**src/rtl/sched_phase_if.sv**
```systemverilog
// Handshake and datapath bundle between a run requester and sched_phase_ctrl.
// The abort/aborted pair exists only when SCHED_ABORT_EN is defined.
interface sched_phase_if #(
    parameter int SEED_W  = 8,
    parameter int STATE_W = 3,
    parameter int LEN_W   = 16,
    parameter int BR_W    = 8
);
    logic               start;
    logic [SEED_W-1:0]  seed_ID;
    logic [LEN_W-1:0]   seq_len;
    logic [BR_W-1:0]    num_branches;
    logic               stall;
    logic [STATE_W-1:0] state;
    logic               seed_load;
    logic [SEED_W-1:0]  seed_out;
    logic               site_valid;
    logic [LEN_W-1:0]   site_idx;
    logic [BR_W-1:0]    branch_idx;
    logic               busy;
    logic               done;
`ifdef SCHED_ABORT_EN
    logic               abort;
    logic               aborted;
`endif

    modport master (
`ifdef SCHED_ABORT_EN
        output abort,
        input  aborted,
`endif
        output start, seed_ID, seq_len, num_branches, stall,
        input  state, seed_load, seed_out, site_valid, site_idx, branch_idx, busy, done
    );

    modport slave (
`ifdef SCHED_ABORT_EN
        input  abort,
        output aborted,
`endif
        input  start, seed_ID, seq_len, num_branches, stall,
        output state, seed_load, seed_out, site_valid, site_idx, branch_idx, busy, done
    );
endinterface

```
**src/rtl/sched_phase_ctrl.sv**
```systemverilog
// Multi-phase run controller: seed load, RNG warm-up, root generation, branch evolution, flush.
// Optional abort input/aborted output enabled by defining SCHED_ABORT_EN.
module sched_phase_ctrl #(
    parameter int SEED_W     = 8,
    parameter int STATE_W    = 3,
    parameter int LEN_W      = 16,
    parameter int BR_W       = 8,
    parameter int WARMUP_CYC = 16,
    parameter int FLUSH_CYC  = 4
) (
    input logic          clk,
    input logic          reset,
    sched_phase_if.slave bus
);
    localparam int CNT_MAX = (WARMUP_CYC > FLUSH_CYC) ? WARMUP_CYC : FLUSH_CYC;
    localparam int CNT_W   = $clog2(CNT_MAX + 1);
    localparam logic [CNT_W-1:0] WARMUP_LAST = CNT_W'(WARMUP_CYC - 1);
    localparam logic [CNT_W-1:0] FLUSH_LAST  = CNT_W'(FLUSH_CYC - 1);

    typedef enum logic [STATE_W-1:0] {
        S_IDLE   = STATE_W'(0),
        S_LOAD   = STATE_W'(1),
        S_WARMUP = STATE_W'(2),
        S_ROOT   = STATE_W'(3),
        S_EVOLVE = STATE_W'(4),
        S_FLUSH  = STATE_W'(5),
        S_DONE   = STATE_W'(6)
    } phase_e;

    phase_e            state_q, state_d;
    logic [LEN_W-1:0]  site_q, site_d, len_q, len_d;
    logic [BR_W-1:0]   branch_q, branch_d, nbr_q, nbr_d;
    logic [SEED_W-1:0] seed_q, seed_d;
    logic [CNT_W-1:0]  cnt_q, cnt_d;
    logic              site_valid_q, site_valid_d;
    logic              seed_load_q, seed_load_d;
    logic              busy_q, busy_d;
    logic              done_q, done_d;
    logic              last_site, last_branch;
`ifdef SCHED_ABORT_EN
    logic              aborted_q, aborted_d;
`endif

    assign last_site   = (site_q == len_q - LEN_W'(1));
    assign last_branch = (branch_q == nbr_q - BR_W'(1));

    // site_valid_q marks the site shown this cycle as issued, so the pointer only advances past it.
    always_comb begin
        // NOTE: every signal driven here gets a default first so no path can infer a latch.
        state_d  = state_q;
        site_d   = site_q;
        branch_d = branch_q;
        cnt_d    = cnt_q;
        seed_d   = seed_q;
        len_d    = len_q;
        nbr_d    = nbr_q;

        case (state_q)
            S_LOAD: begin
                state_d = S_WARMUP;
                cnt_d   = '0;
            end
            S_WARMUP: begin
                if (cnt_q == WARMUP_LAST) begin
                    state_d  = S_ROOT;
                    site_d   = '0;
                    branch_d = '0;
                end else begin
                    cnt_d = cnt_q + CNT_W'(1);
                end
            end
            S_ROOT: begin
                if (site_valid_q) begin
                    if (last_site) begin
                        site_d  = '0;
                        cnt_d   = '0;
                        state_d = (nbr_q == '0) ? S_FLUSH : S_EVOLVE;
                    end else begin
                        site_d = site_q + LEN_W'(1);
                    end
                end
            end
            S_EVOLVE: begin
                if (site_valid_q) begin
                    if (last_site) begin
                        site_d = '0;
                        if (last_branch) begin
                            branch_d = '0;
                            cnt_d    = '0;
                            state_d  = S_FLUSH;
                        end else begin
                            branch_d = branch_q + BR_W'(1);
                        end
                    end else begin
                        site_d = site_q + LEN_W'(1);
                    end
                end
            end
            S_FLUSH: begin
                if (cnt_q == FLUSH_LAST) state_d = S_DONE;
                else                     cnt_d   = cnt_q + CNT_W'(1);
            end
            S_DONE: state_d = S_IDLE;
            default: begin
                // IDLE, and the unused encoding which behaves as IDLE.
                state_d = S_IDLE;
                if (bus.start) begin
                    seed_d   = bus.seed_ID;
                    len_d    = bus.seq_len;
                    nbr_d    = bus.num_branches;
                    site_d   = '0;
                    branch_d = '0;
                    state_d  = (bus.seq_len == '0) ? S_DONE : S_LOAD;
                end
            end
        endcase

`ifdef SCHED_ABORT_EN
        aborted_d = 1'b0;
        if (bus.abort && (state_q inside {S_LOAD, S_WARMUP, S_ROOT, S_EVOLVE, S_FLUSH, S_DONE})) begin
            state_d   = S_IDLE;
            site_d    = '0;
            branch_d  = '0;
            cnt_d     = '0;
            aborted_d = 1'b1;
        end
`endif

        // Outputs are registered copies of what the next state presents.
        site_valid_d = ((state_d == S_ROOT) || (state_d == S_EVOLVE)) && !bus.stall;
        seed_load_d  = (state_d == S_LOAD);
        busy_d       = (state_d != S_IDLE);
        done_d       = (state_d == S_DONE);
    end

    always_ff @(posedge clk) begin
        // NOTE: sequential state uses non-blocking assignments so all flops update together.
        if (reset) begin
            state_q      <= S_IDLE;
            site_q       <= '0;
            branch_q     <= '0;
            cnt_q        <= '0;
            seed_q       <= '0;
            len_q        <= '0;
            nbr_q        <= '0;
            site_valid_q <= 1'b0;
            seed_load_q  <= 1'b0;
            busy_q       <= 1'b0;
            done_q       <= 1'b0;
`ifdef SCHED_ABORT_EN
            aborted_q    <= 1'b0;
`endif
        end else begin
            state_q      <= state_d;
            site_q       <= site_d;
            branch_q     <= branch_d;
            cnt_q        <= cnt_d;
            seed_q       <= seed_d;
            len_q        <= len_d;
            nbr_q        <= nbr_d;
            site_valid_q <= site_valid_d;
            seed_load_q  <= seed_load_d;
            busy_q       <= busy_d;
            done_q       <= done_d;
`ifdef SCHED_ABORT_EN
            aborted_q    <= aborted_d;
`endif
        end
    end

    assign bus.state      = state_q;
    assign bus.seed_load  = seed_load_q;
    assign bus.seed_out   = seed_q;
    assign bus.site_valid = site_valid_q;
    assign bus.site_idx   = site_q;
    assign bus.branch_idx = branch_q;
    assign bus.busy       = busy_q;
    assign bus.done       = done_q;
`ifdef SCHED_ABORT_EN
    assign bus.aborted    = aborted_q;
`endif

endmodule
```
**src/flat_wrapper.sv**
```systemverilog
// flat-port wrapper written by rule: the top's interface ports become plain ports
module sched_phase_ctrl_flat 
#(
    parameter int SEED_W     = 8,
    parameter int STATE_W    = 3,
    parameter int LEN_W      = 16,
    parameter int BR_W       = 8,
    parameter int WARMUP_CYC = 16,
    parameter int FLUSH_CYC  = 4
)
  (clk, reset, bus_start, bus_seed_ID, bus_seq_len, bus_num_branches, bus_stall, bus_state, bus_seed_load, bus_seed_out, bus_site_valid, bus_site_idx, bus_branch_idx, bus_busy, bus_done);
  sched_phase_if #(.SEED_W(SEED_W), .STATE_W(STATE_W), .LEN_W(LEN_W), .BR_W(BR_W)) bus_i ();
  input logic clk;
  input logic reset;
  input wire logic [$bits(bus_i.start)-1:0] bus_start;
  input wire logic [$bits(bus_i.seed_ID)-1:0] bus_seed_ID;
  input wire logic [$bits(bus_i.seq_len)-1:0] bus_seq_len;
  input wire logic [$bits(bus_i.num_branches)-1:0] bus_num_branches;
  input wire logic [$bits(bus_i.stall)-1:0] bus_stall;
  output wire logic [$bits(bus_i.state)-1:0] bus_state;
  output wire logic [$bits(bus_i.seed_load)-1:0] bus_seed_load;
  output wire logic [$bits(bus_i.seed_out)-1:0] bus_seed_out;
  output wire logic [$bits(bus_i.site_valid)-1:0] bus_site_valid;
  output wire logic [$bits(bus_i.site_idx)-1:0] bus_site_idx;
  output wire logic [$bits(bus_i.branch_idx)-1:0] bus_branch_idx;
  output wire logic [$bits(bus_i.busy)-1:0] bus_busy;
  output wire logic [$bits(bus_i.done)-1:0] bus_done;
  assign bus_i.start = bus_start;
  assign bus_i.seed_ID = bus_seed_ID;
  assign bus_i.seq_len = bus_seq_len;
  assign bus_i.num_branches = bus_num_branches;
  assign bus_i.stall = bus_stall;
  assign bus_state = bus_i.state;
  assign bus_seed_load = bus_i.seed_load;
  assign bus_seed_out = bus_i.seed_out;
  assign bus_site_valid = bus_i.site_valid;
  assign bus_site_idx = bus_i.site_idx;
  assign bus_branch_idx = bus_i.branch_idx;
  assign bus_busy = bus_i.busy;
  assign bus_done = bus_i.done;
  sched_phase_ctrl #(.SEED_W(SEED_W), .STATE_W(STATE_W), .LEN_W(LEN_W), .BR_W(BR_W), .WARMUP_CYC(WARMUP_CYC), .FLUSH_CYC(FLUSH_CYC)) u_core (.clk(clk), .reset(reset), .bus(bus_i));
endmodule
```
**config.mk**
```make
export PLATFORM = sky130hd
export DESIGN_NAME = sched_phase_ctrl_flat
export DESIGN_NICKNAME = d
export VERILOG_FILES = /design/src/rtl/sched_phase_if.sv /design/src/rtl/sched_phase_ctrl.sv /design/src/flat_wrapper.sv
export SDC_FILE = /design/constraint.sdc
export NUM_CORES = 1
export LEC_CHECK = 0
export CAP_MARGIN = 10
export CORE_MARGIN = 2
export CORE_UTILIZATION = 40
export CTS_CLUSTER_DIAMETER = 120
export CTS_CLUSTER_SIZE = 24
export DETAILED_ROUTE_END_ITERATION = 7
export HOLD_SLACK_MARGIN = 0.05
export MAX_ROUTING_LAYER = met4
export PLACE_DENSITY = 0.67
export SLEW_MARGIN = 25
export SYNTH_ARGS = -nofsm -noshare
export SYNTH_HDL_FRONTEND = slang
export SYNTH_SLANG_ARGS = --single-unit
```
**constraint.sdc**
```tcl
create_clock -name clk -period 2.9 [get_ports clk]
set_input_delay 0.725 -clock clk [delete_from_list [all_inputs] [get_ports clk]]
set_output_delay 0.725 -clock clk [all_outputs]
set_load 0.005 [all_outputs]
```
[Yosys cells after proc, flatten, opt, wreduce, memory -nomap -nowiden]
Index checks and enable logic that the tools add are counted.
Storage, ports and cells
  flip-flop bits (word level): 68
  word-level logic and storage cells: 89
Operators by class
  add/sub/neg operators: 5
  equality and inequality tests: 23
  muxes and demuxes: 30
  bitwise logic cells: 3
  reduce and logical (&&, ||, !) cells: 17
Operators by type and width (count)
  $mux 16: 4
  $pmux 16 s3: 1
  $mux 8: 5
  $mux 5: 7
  $mux 3: 9
  $pmux 5 s5: 1
  $pmux 8 s3: 1
  $pmux 3 s6: 1
  $add 16x1->16 const B: 1
  $eq 16x16->1: 1
  $logic_not 16->1: 1
  $sub 16x1->16 const B: 1
  $eq 3x3->1 const B: 5
  $ne 2x1->1 const B: 7
  $eq 3x2->1 const B: 3
  $reduce_bool 3->1: 3
  $add 8x1->8 const B: 1
  $eq 8x8->1: 1
  $logic_not 8->1: 1
  $reduce_and 8->1: 1
  $sub 8x1->8 const B: 1
  $eq 3x1->1 const B: 2
  $reduce_or 6->1: 1
  $add 5x1->5 const B: 1
  other kinds (15): 18

[Depth between registers and ports, before layout]
  word-level depth: 9
  depth in mapped cells: 11

[Worst setup path after synthesis]
OpenSTA, ideal clock, no wires.
  kind: register -> register
  from: reg u_core.len_q[0]
  to: reg u_core.cnt_q[3]
  library setup time: 0.070 ns
  arrival: 2.782 ns
  required time: 2.830 ns
  slack: 0.048 ns
  cell stages (with the launch flop): 9
  buffers on the path: 0
  path through: dfxtp_1 > or4_4 > nor4_4 > o211ai_1 > a2111o_1 > nor4_4 > o22ai_4 > or4_1 > a21oi_1
Between the ends
  word-level cells in the longest chain between the ends: 4
Ends and longest elaborated chain
  start: declaration: RTL line sched_phase_ctrl.sv:31  | logic [LEN_W-1:0] site_q, site_d, len_q, len_d;
  start signal: assignment: RTL line sched_phase_ctrl.sv:159  | len_q <= len_d;
  $sub 16x1->16 (*): RTL line sched_phase_ctrl.sv:44  | assign last_site = (site_q == len_q - LEN_W'(1));
  $eq 16x16->1 (*): RTL line sched_phase_ctrl.sv:44
  $ne 2x1->1 (no source line)
  $reduce_and 8->1 (no source line) (*)
  end signal: assignment: RTL line sched_phase_ctrl.sv:157  | cnt_q <= cnt_d;
  end: declaration: RTL line sched_phase_ctrl.sv:34  | logic [CNT_W-1:0] cnt_q, cnt_d;
Every way passes the cells marked *; elsewhere a longest branch is shown, timed or not.
A chain may end at the register's enable or synchronous reset.

[Worst setup path after layout]
  from: reg u_core.len_q[0]
  to: reg u_core.cnt_q[0]
The elaborated chain is that of the path after synthesis.

==> out/results.ini <==
[worst_setup_path]
cp-start-kind = register
crit_required_ps = 3190
path_buf_inv = 3
r2r_cells = 12
cpPeakStageDelay_ps = 370
cp_max_fo = 7
crit_slowest_cell = dfxtp_4
r2r_setup_slack_ps = 40
path_class = reg2reg
crit_path_end_kind = register
arrival_ps = 3150
r2r-start = u_core.len_q[0]$_SDFFE_PP0P_
cp_top_family = simple AND/OR/NAND/NOR gates
cp_cell_sequence = inv_2, ha_4, nor3b_4, a31oi_1, nor4_1, nand4b_1, buf_4, nor4_4, o22ai_4, buf_6, or3_4, a21oi_2
timing.rr.end = u_core.cnt_q[0]$_SDFFE_PP0P_

[die]
fp.dieW_um = 102
top_level_ports = 75
die_h_um = 102
start_util_pct = 41.2
dieArea_um2 = 10300
core_area_um2 = 9240
placementRows = 35

[clocking]
clock-sinks = 68
clk_latency_ps = 350
h-tree-depth = 3
cts_root_buffer = clkbuf_8
cts_made_buffers = 9
clk_pin_slew_ps = 80
cts-hold-fix-buffers = 0
cts_tree = built
clk_path_buf_depth = 2

[place]
port-buffer-count = 74
gp_congestion = 0.857
dp_cells = 710
dpl.hpwl_mm = 7.74
placed_area_um2 = 4960

[min_path]
hold_depth = 2
worstHoldStart = u_core.bus.seed_out[4]$_SDFFE_PP0P_
whs_endpoint = u_core.bus.seed_out[4]$_SDFFE_PP0P_
hp-class = reg2reg

[detailed_routing]
routed_wl_mm = 10.6
drt_iter0_drc = 168
drc = 0
ant_nets = 0
drtPass1Iterations = 4
vias = 3897
wl_per_cell_um = 14.4
vias_per_cell = 5.30

[timing]
rsz0062_at_grt = true
worst_slew_pin_slew_ps = 581
hold_viol = 0
finalSetupTns_ps = 0
fin_skew_ps = 13.3
setup_viol = 0
relSlewSlack_pct = 61.3
slew_viol_final = 0
finalCriticalPeriod_ps = 2860
holdWs_ps = 456
fmax_mhz = 350
min_period_over_period_pct = 98.6

[synthesis]
syn_area_um2 = 3810
async_flop_share_pct = 0
synth_cells = 484
yosys.area.top_type = dfxtp_1
synth_top_area_share_pct = 35.7
synth_area_leaders = dfxtp_1 (36%), nand2_1 (8.6%), a21oi_1 (6.4%)
syn_avg_cell_area_um2 = 7.87
ys_seq_elements = 68
synthFlopType = dfxtp_1
yosys_warnings = 0
ys_seq_area_share_pct = 35.7
syn-num-nets = 526
synth_edf_count = 0
yosysUniqueCellTypes = 60

[pwr]
finalPower_mw = 2.44
powerDensity_nw_per_um2 = 453
irDropWorstVdd_uv = 257
power_leakage_nw = 2.00

[layout]
stdcell_area_um2 = 5380
final_common_cell = nand2_1
drive_above_1_share_pct = 17.5
antennaDiodeCount = 0
final_cell_mix = nand2_1 (87), clkdlybuf4s50_1 (73), dfxtp_1 (65), buf_4 (52), a21oi_1 (48)
finalNetCount = 644
syn_to_final_growth_pct = 41.2
stdcell_count = 735

[flow_run]
maxCapViolCount = 0

[global_route]
antenna_found_initial = 0
grt_pass1_wl_mm = 17.2
grt_pass1_vias = 3745
overflow = 0
grtUsageTotal_pct = 21.7
grt_max_degree = 33

[status]
status = completed

-- repair_timing --
item / CTS / global route
pin swaps: 13 / 17
setup buffers: 3 / 7
setup endpoints to repair: 32 / 29
resized for setup: 18 / 10
-- area by class of cell --
cell class	instances	area [um2]
inverters	13	48.8
clock buffers	12	165
fillers	870	3860
clock inverters	3	45.0
multi-input cells	381	2430
repair buffers	129	1160
well taps	129	161
flip-flops and latches	68	1370
-- cell usage after synthesis, types with 8 or more instances --
| cell | instances |
|---|---|
| xnor2_1 | 25 |
| nor3_1 | 10 |
| inv_1 | 12 |
| o21ai_0 | 9 |
| a21oi_1 | 49 |
| xor2_1 | 16 |
| dfxtp_1 | 68 |
| or3_1 | 11 |
| nor2_1 | 40 |
| nand3_1 | 8 |
| clkbuf_1 | 20 |
| nand2b_1 | 8 |
| nand2_1 | 87 |
-- power breakdown --
part / total (mW) / leakage, nW / internal [mW] / switching [mW]
clock network: 0.829 / 0.101 / 0.463 / 0.366
registers: 1.01 / 0.555 / 0.972 / 0.0413
logic: 0.597 / 1.34 / 0.309 / 0.288
total: 2.44 / 2.00 / 1.74 / 0.695
-- layer usage --
metal  global-route usage [%]  part of all wire (%)
met1                     24.4                    44
met2                     37.6                    51
met4                     6.96                   1.9
met3                     5.18                   3.6
met5                        -                     0
-- worst max-delay path by stage --
stage,start,endpoint,slack (ps),depth (start not counted)
after floorplan,u_core.len_q[0]$_SDFFE_PP0P_,u_core.cnt_q[3]$_SDFFE_PP0P_,50,8
after global placement,u_core.len_q[0]$_SDFFE_PP0P_,u_core.bus.branch_idx[4]$_SDFFE_PP0P_,-140,8
after detailed placement,u_core.len_q[0]$_SDFFE_PP0P_,u_core.bus.branch_idx[4]$_SDFFE_PP0P_,-250,8
after CTS,u_core.len_q[0]$_SDFFE_PP0P_,u_core.cnt_q[1]$_SDFFE_PP0P_,-3,12
after global routing,u_core.len_q[0]$_SDFFE_PP0P_,u_core.cnt_q[0]$_SDFFE_PP0P_,-110,12
final,u_core.len_q[0]$_SDFFE_PP0P_,u_core.cnt_q[0]$_SDFFE_PP0P_,40,12
-- sequential cells by signal, indices dropped and copies added (netlist names) --
register	flops
u_core.nbr_q	8
u_core.cnt_q	5
u_core.bus.seed_out	8
u_core.bus.busy	1
u_core.bus.done	1
u_core.len_q	16
u_core.bus.site_valid	1
u_core.bus.state	3
u_core.bus.seed_load	1
u_core.bus.site_idx	16
u_core.bus.branch_idx	8
-- through the flow --
stage / worst slack [ps] / util (%)
final: 40.4 / 58.2
after global placement: -136 / 53.7
after CTS: -3.22 / 57.2
after detailed placement: -249 / 53.7
after global routing: -108 / 58.2
after floorplan: 47.7 / -
-- worst register-to-register path: stages (launching register included) --
cell and delay [ps]:
dfxtp_4 370, inv_2 70, ha_4 130, nor3b_4 270, a31oi_1 130, nor4_1 310
nand4b_1 210, buf_4 200, nor4_4 360, o22ai_4 110, buf_6 150, or3_4 360
a21oi_2 130
-- kinds of logic after synthesis --
group / count (synthesis) / share of synthesized area [%]
AND/OR/NAND/NOR: 228 / 31.5
AO/OA/AOI/OAI: 101 / 16.5
flip-flops: 68 / 35.7
XOR/XNOR: 41 / 9.42
buffers and inverters: 35 / 3.48
adder cells (fa/ha/maj): 6 / 1.97
multiplexers: 5 / 1.38
No activity file was read; power rests on OpenSTA's default activity.
